[src/rtl/encod_8_pra_3_sinc.sv]
// ----------------------------------------------------------------------------
// encod_8_pra_3_sinc
//
// Purpose:
//   Synchronous, debounced 8-to-3 priority encoder. Raw request lines (keys or
//   switches) are registered, then a line pattern must stay stable for
//   DEB_CYCLES consecutive cycles before it is accepted. On acceptance the
//   index of the highest active line is emitted with a one-cycle valid pulse
//   and held until the lines have been released (also debounced).
//
// Parameters:
//   DEB_CYCLES - consecutive stable cycles needed to accept a press or a
//                release; legal range 1..255 (8-bit internal counter).
//
// Ports:
//   clk      in   1  system clock, rising edge
//   reset_n  in   1  synchronous active-low reset
//   in_lines in   8  raw request lines, active-high, bit 7 highest priority
//   code     out  3  index of the highest line in the accepted pattern
//   valid    out  1  one-cycle pulse when a new press is accepted
//   active   out  1  high while an accepted press is held
//   multi    out  1  more than one line set in the accepted pattern
// ----------------------------------------------------------------------------
module encod_8_pra_3_sinc #(
    parameter int DEB_CYCLES = 4
) (
    input  logic       clk,
    input  logic       reset_n,
    input  logic [7:0] in_lines,
    output logic [2:0] code,
    output logic       valid,
    output logic       active,
    output logic       multi
);

    localparam logic [7:0] DEB = 8'(DEB_CYCLES);

    typedef enum logic [1:0] {
        IDLE     = 2'd0,
        DEBOUNCE = 2'd1,
        PRESSED  = 2'd2,
        RELEASE  = 2'd3
    } state_t;

    state_t     r_state, w_state_nxt;
    logic [7:0] r_sample;
    logic [7:0] r_snap,  w_snap_nxt;
    logic [7:0] r_cnt,   w_cnt_nxt;
    logic [2:0] r_code,  w_code_nxt;
    logic       r_valid, w_valid_nxt;
    logic       r_active, w_active_nxt;
    logic       r_multi, w_multi_nxt;

    logic       w_same;
    logic       w_zero;

    // Index of the highest set bit; later iterations overwrite earlier ones.
    function automatic logic [2:0] f_prio(input logic [7:0] v);
        logic [2:0] idx;
        idx = 3'd0;
        for (int i = 0; i < 8; i++) begin
            if (v[i]) idx = 3'(i);
        end
        return idx;
    endfunction

    // Clearing the lowest set bit leaves something only if two or more were set.
    function automatic logic f_multi(input logic [7:0] v);
        return (v & (v - 8'd1)) != 8'd0;
    endfunction

    assign w_same = (r_sample == r_snap);
    assign w_zero = (r_sample == 8'd0);

    // ------------------------------------------------------------------
    // State register (also holds the input sample and all output flops)
    // ------------------------------------------------------------------
    // NOTE: sequential state is written with non-blocking assignments so every
    // flop samples the pre-edge values of the others, independent of order.
    always_ff @(posedge clk) begin
        if (!reset_n) begin
            r_state  <= IDLE;
            r_sample <= 8'd0;
            r_snap   <= 8'd0;
            r_cnt    <= 8'd0;
            r_code   <= 3'd0;
            r_valid  <= 1'b0;
            r_active <= 1'b0;
            r_multi  <= 1'b0;
        end else begin
            r_state  <= w_state_nxt;
            r_sample <= in_lines;
            r_snap   <= w_snap_nxt;
            r_cnt    <= w_cnt_nxt;
            r_code   <= w_code_nxt;
            r_valid  <= w_valid_nxt;
            r_active <= w_active_nxt;
            r_multi  <= w_multi_nxt;
        end
    end

    // ------------------------------------------------------------------
    // Next-state logic
    // ------------------------------------------------------------------
    // NOTE: every combinational output gets a default at the top of the block;
    // a path that leaves one unassigned would otherwise infer a latch.
    always_comb begin
        w_state_nxt = r_state;
        case (r_state)
            IDLE: begin
                if (!w_zero) w_state_nxt = DEBOUNCE;
            end
            DEBOUNCE: begin
                if (w_same) begin
                    if (r_cnt == DEB) w_state_nxt = PRESSED;
                end else if (w_zero) begin
                    w_state_nxt = IDLE;
                end
            end
            PRESSED: begin
                // Any nonzero pattern is ignored until a full release.
                if (w_zero) w_state_nxt = RELEASE;
            end
            RELEASE: begin
                // Lines reappearing during release are a bounce of the held key.
                if (!w_zero)            w_state_nxt = PRESSED;
                else if (r_cnt == DEB)  w_state_nxt = IDLE;
            end
            default: w_state_nxt = IDLE;
        endcase
    end

    // ------------------------------------------------------------------
    // Output / datapath logic: next values of the registered outputs,
    // the debounce counter and the pattern snapshot.
    // ------------------------------------------------------------------
    always_comb begin
        w_snap_nxt   = r_snap;
        w_cnt_nxt    = r_cnt;
        w_code_nxt   = r_code;
        w_multi_nxt  = r_multi;
        w_active_nxt = r_active;
        w_valid_nxt  = 1'b0;        // valid is a single-cycle pulse
        case (r_state)
            IDLE: begin
                if (!w_zero) begin
                    w_snap_nxt = r_sample;
                    w_cnt_nxt  = 8'd1;
                end
            end
            DEBOUNCE: begin
                if (w_same) begin
                    if (r_cnt == DEB) begin
                        w_code_nxt   = f_prio(r_snap);
                        w_multi_nxt  = f_multi(r_snap);
                        w_valid_nxt  = 1'b1;
                        w_active_nxt = 1'b1;
                    end else if (r_cnt < DEB) begin
                        w_cnt_nxt = r_cnt + 8'd1;   // saturates at DEB
                    end
                end else if (w_zero) begin
                    w_cnt_nxt = 8'd0;
                end else begin
                    // New pattern mid-debounce: restart the count on it.
                    w_snap_nxt = r_sample;
                    w_cnt_nxt  = 8'd1;
                end
            end
            PRESSED: begin
                if (w_zero) w_cnt_nxt = 8'd1;
            end
            RELEASE: begin
                if (w_zero) begin
                    if (r_cnt == DEB) begin
                        w_active_nxt = 1'b0;
                        w_cnt_nxt    = 8'd0;
                    end else if (r_cnt < DEB) begin
                        w_cnt_nxt = r_cnt + 8'd1;
                    end
                end
            end
            default: begin
                w_cnt_nxt = 8'd0;
            end
        endcase
    end

    assign code   = r_code;
    assign valid  = r_valid;
    assign active = r_active;
    assign multi  = r_multi;

endmodule

[config.mk]
export PLATFORM = sky130hd
export DESIGN_NAME = encod_8_pra_3_sinc
export DESIGN_NICKNAME = d
export VERILOG_FILES = /design/src/rtl/encod_8_pra_3_sinc.sv
export SDC_FILE = /design/constraint.sdc
export NUM_CORES = 1
export LEC_CHECK = 0
export BUFFER_PORTS_ARGS = -buffer_cell sky130_fd_sc_hd__clkbuf_2
export CAP_MARGIN = 20
export CORE_MARGIN = 2
export CORE_UTILIZATION = 40
export DETAILED_ROUTE_END_ITERATION = 8
export PLACE_DENSITY = 0.69
export REMOVE_ABC_BUFFERS = 1
export SETUP_SLACK_MARGIN = 0.1
export SYNTH_ARGS = -nofsm -noshare
export SYNTH_HDL_FRONTEND = slang
export SYNTH_SLANG_ARGS = --single-unit
[constraint.sdc]
create_clock -name clk -period 1.92 [get_ports clk]
set_clock_uncertainty 0.1 [all_clocks]
set_input_delay 0.096 -clock clk [delete_from_list [all_inputs] [get_ports clk]]
set_output_delay 0.096 -clock clk [all_outputs]
set_load 0.05 [all_outputs]
==> metrics.cfg <==
[drt]
ant_nets=0
viasPerCell=5.19
num_vias=1287
drt_drc_violations_left=0
first_pass_iters=4
wire_per_inst_um=12.5
wirelength_um=3110
drt_iter0_drc=68

[global_routing]
antenna_found_initial=0
grt_overflow_total=0
grt_pass1_wl_um=5150
grt_pass1_vias=1214
grt_start_max_net_pins=15
track_usage_pct=15.9

[clock_network]
post_cts_buffers=0
insertion_delay_ps=290
root_buffer=clkbuf_8
clkTransAtPathRegs_ps=60
cts_sinks=32
clock_path_buffers=2
cts-buffers-inserted=5
tritoncts=yes
h-tree-depth=2

[sta]
relSlewSlack_pct=65.1
fmax_ghz=0.562
layout_setup_ws_ps=140
period_share_pct=92.7
grt_setup_unrepaired=yes
min_period_ps=1780
worstMarginPinSlew_ps=523
finalSetupViolCount=0
timing.final.max_slew_violations=0
hold_violations=0
tns_ps=0

[yosys]
synth_ff_type=dfxtp_1
synth_area_mm2=0.00149
syn_area_per_cell_um2=8.89
syn_inst=168
synthDistinctLibCells=42
synth-seq-cells=32
ys_seq_area_share_pct=42.9
async_reset_ff_share_pct=0
synth_edf_count=0
ys_warn_count=0

[die]
dieArea_mm2=0.00424
row_count=22
die_w_um=65.1
start_util_pct=41.1
die_h_um=65.1
core_mm2=0.00363
ioPinCount=16

[power]
powerDensity_mw_per_mm2=762
vdd.ir_drop.worst_mv=0.439
leakage_uw=0.000723
finalPower_uw=1450

[critical_path]
crit_fanout=6
arrival_ps=1850
cp-startpoint=r_snap[2]$_SDFFE_PN0P_
r2r_start=r_snap[2]$_SDFFE_PN0P_
cp-end-kind=flop
required_ps=1990
start_kind=flop
critPathKind=flop to flop

[cells_and_area]
finish.net_count=212
area_delta_synth_final_pct=27.1
drive_above_1_share_pct=25.5
n_antenna_cell=0
design_area_mm2=0.00190

[place]
dpl-instance-area_mm2=0.00166
place.gp.congestion=0.775
portBuffers=15
dpl.hpwl_um=2130
preCtsSetupSlack_ps=81.6

[min_path]
min_from=reset_n
holdCritPathClass=input pin to flop

[run_status]
outcome=finished clean

[job]
drv_cap=0

-- area by class of cell --
cell class	instances	area (um^2)
tap	48	60.1
sequential	32	646
multi-input combinational	120	835
timing repair buffer	33	230
inverter	8	30.0
clock buffer	7	96.3
fill	349	1740
-- cells in the mapped netlist, types with 2 or more instances --
| cell type | n | area [um^2] |
|---|---|---|
| a211oi_1 | 2 | 15.0 |
| a21oi_1 | 14 | 70.1 |
| a31oi_1 | 2 | 12.5 |
| and2_1 | 15 | 93.8 |
| and4_1 | 2 | 17.5 |
| buf_2 | 4 | 20.0 |
| clkbuf_1 | 3 | 11.3 |
| dfxtp_1 | 32 | 641 |
| ha_1 | 2 | 25.0 |
| inv_1 | 8 | 30.0 |
| nand2_1 | 13 | 48.8 |
| nand3_1 | 4 | 20.0 |
| nand4_1 | 7 | 43.8 |
| nor2_1 | 7 | 26.3 |
| nor3_1 | 3 | 15.0 |
| nor4_1 | 2 | 12.5 |
| o211ai_1 | 2 | 15.0 |
| o21ai_0 | 13 | 65.1 |
| o31ai_2 | 2 | 25.0 |
| or3_1 | 2 | 12.5 |
| xnor2_1 | 8 | 70.1 |
-- placed cells by master (no fill, tap or decap), types with 4 or more instances in the layout --
| master | synthesis | routed |
|---|---|---|
| dfxtp_1 | 32 | 28 |
| clkbuf_2 | 0 | 15 |
| and2_1 | 15 | 14 |
| a21oi_1 | 14 | 14 |
| nand2_1 | 13 | 13 |
| o21ai_0 | 13 | 13 |
| buf_4 | 1 | 10 |
| inv_1 | 8 | 8 |
| xnor2_1 | 8 | 8 |
| dlygate4sd3_1 | 0 | 8 |
| nand4_1 | 7 | 7 |
| clkbuf_8 | 0 | 7 |
| nor2_1 | 7 | 6 |
| dfxtp_2 | 0 | 4 |
-- final timing paths --
| check | cells after the start | slack (ps) | to |
|---|---|---|---|
| worst min register to register | 1 | 360 | r_cnt[3]$_SDFFE_PN0P_ |
| worst max-delay path | 5 | 140 | multi$_SDFFE_PN0P_ |
| worst max register to register | 5 | 140 | multi$_SDFFE_PN0P_ |
| worst min-delay path | 3 | 90 | r_state[0]$_SDFFE_PN0P_ |
-- repair_timing --
| action | 4_1_cts | 5_1_grt |
|---|---|---|
| setup endpoints to repair | 7 | 14 |
| hold buffers | 8 | 0 |
| hold endpoints to repair | 8 | 0 |
| resized for setup | 3 | 14 |
| pin swaps | 0 | 4 |
-- critical path, cell delays in order (launching register included) --
cell     delay (ps)
dfxtp_2         340
or3_1           380
or2_1           240
maj3_2          320
o31ai_2         180
a31oi_1         100
-- logic make-up (layout without fill, tap and decap cells) --
kind of cell / after synthesis / in the layout / synth area share [%]
and+or+nand+nor: 61 / 61 / 22.5
AOI/OAI and AO/OA: 46 / 46 / 21.5
DFF: 32 / 32 / 42.9
buffers and inverters: 16 / 48 / 4.61
xor gates and xnor gates: 8 / 8 / 4.69
adders and majority gates: 4 / 4 / 3.10
muxes: 1 / 1 / 0.671
-- metrics by stage --
stage | std cells | utilization, % | hold WS (ps)
4_1_cts | 248 | 51.1 | 77.4
6_report | 248 | 52.2 | 88.0
5_1_grt | 248 | 52.2 | 115
2_1_floorplan | 160 | - | 117
3_3_place_gp | 233 | 45.8 | 203
3_5_place_dp | 233 | 45.8 | 204
-- flip-flops by register name (all words and copies together), names as in the netlist --
register and count:
active 1, code 3, multi 1, r_cnt 8
r_sample 8, r_snap 8, r_state 2, valid 1
-- where the power goes --
part           total [uW]  switching, uW  internal [uW]
combinational         182           94.0           87.6
sequential            710           23.3            687
clock                 554            235            319
total                1450            353           1090
-- layer usage --
layer / routed length (um) / part of all wire (%) / global-route usage [%] / vias to the layer above
met1: 1500 / 48 / 18.9 / 582
met5: 0 / 0 / 0 / -
met2: 1380 / 45 / 25.3 / 36
met4: 80 / 2.6 / 9.64 / 0
met3: 146 / 4.7 / 4.69 / 10
li1: - / - / - / 659
Power figures use the tool's default switching activity.
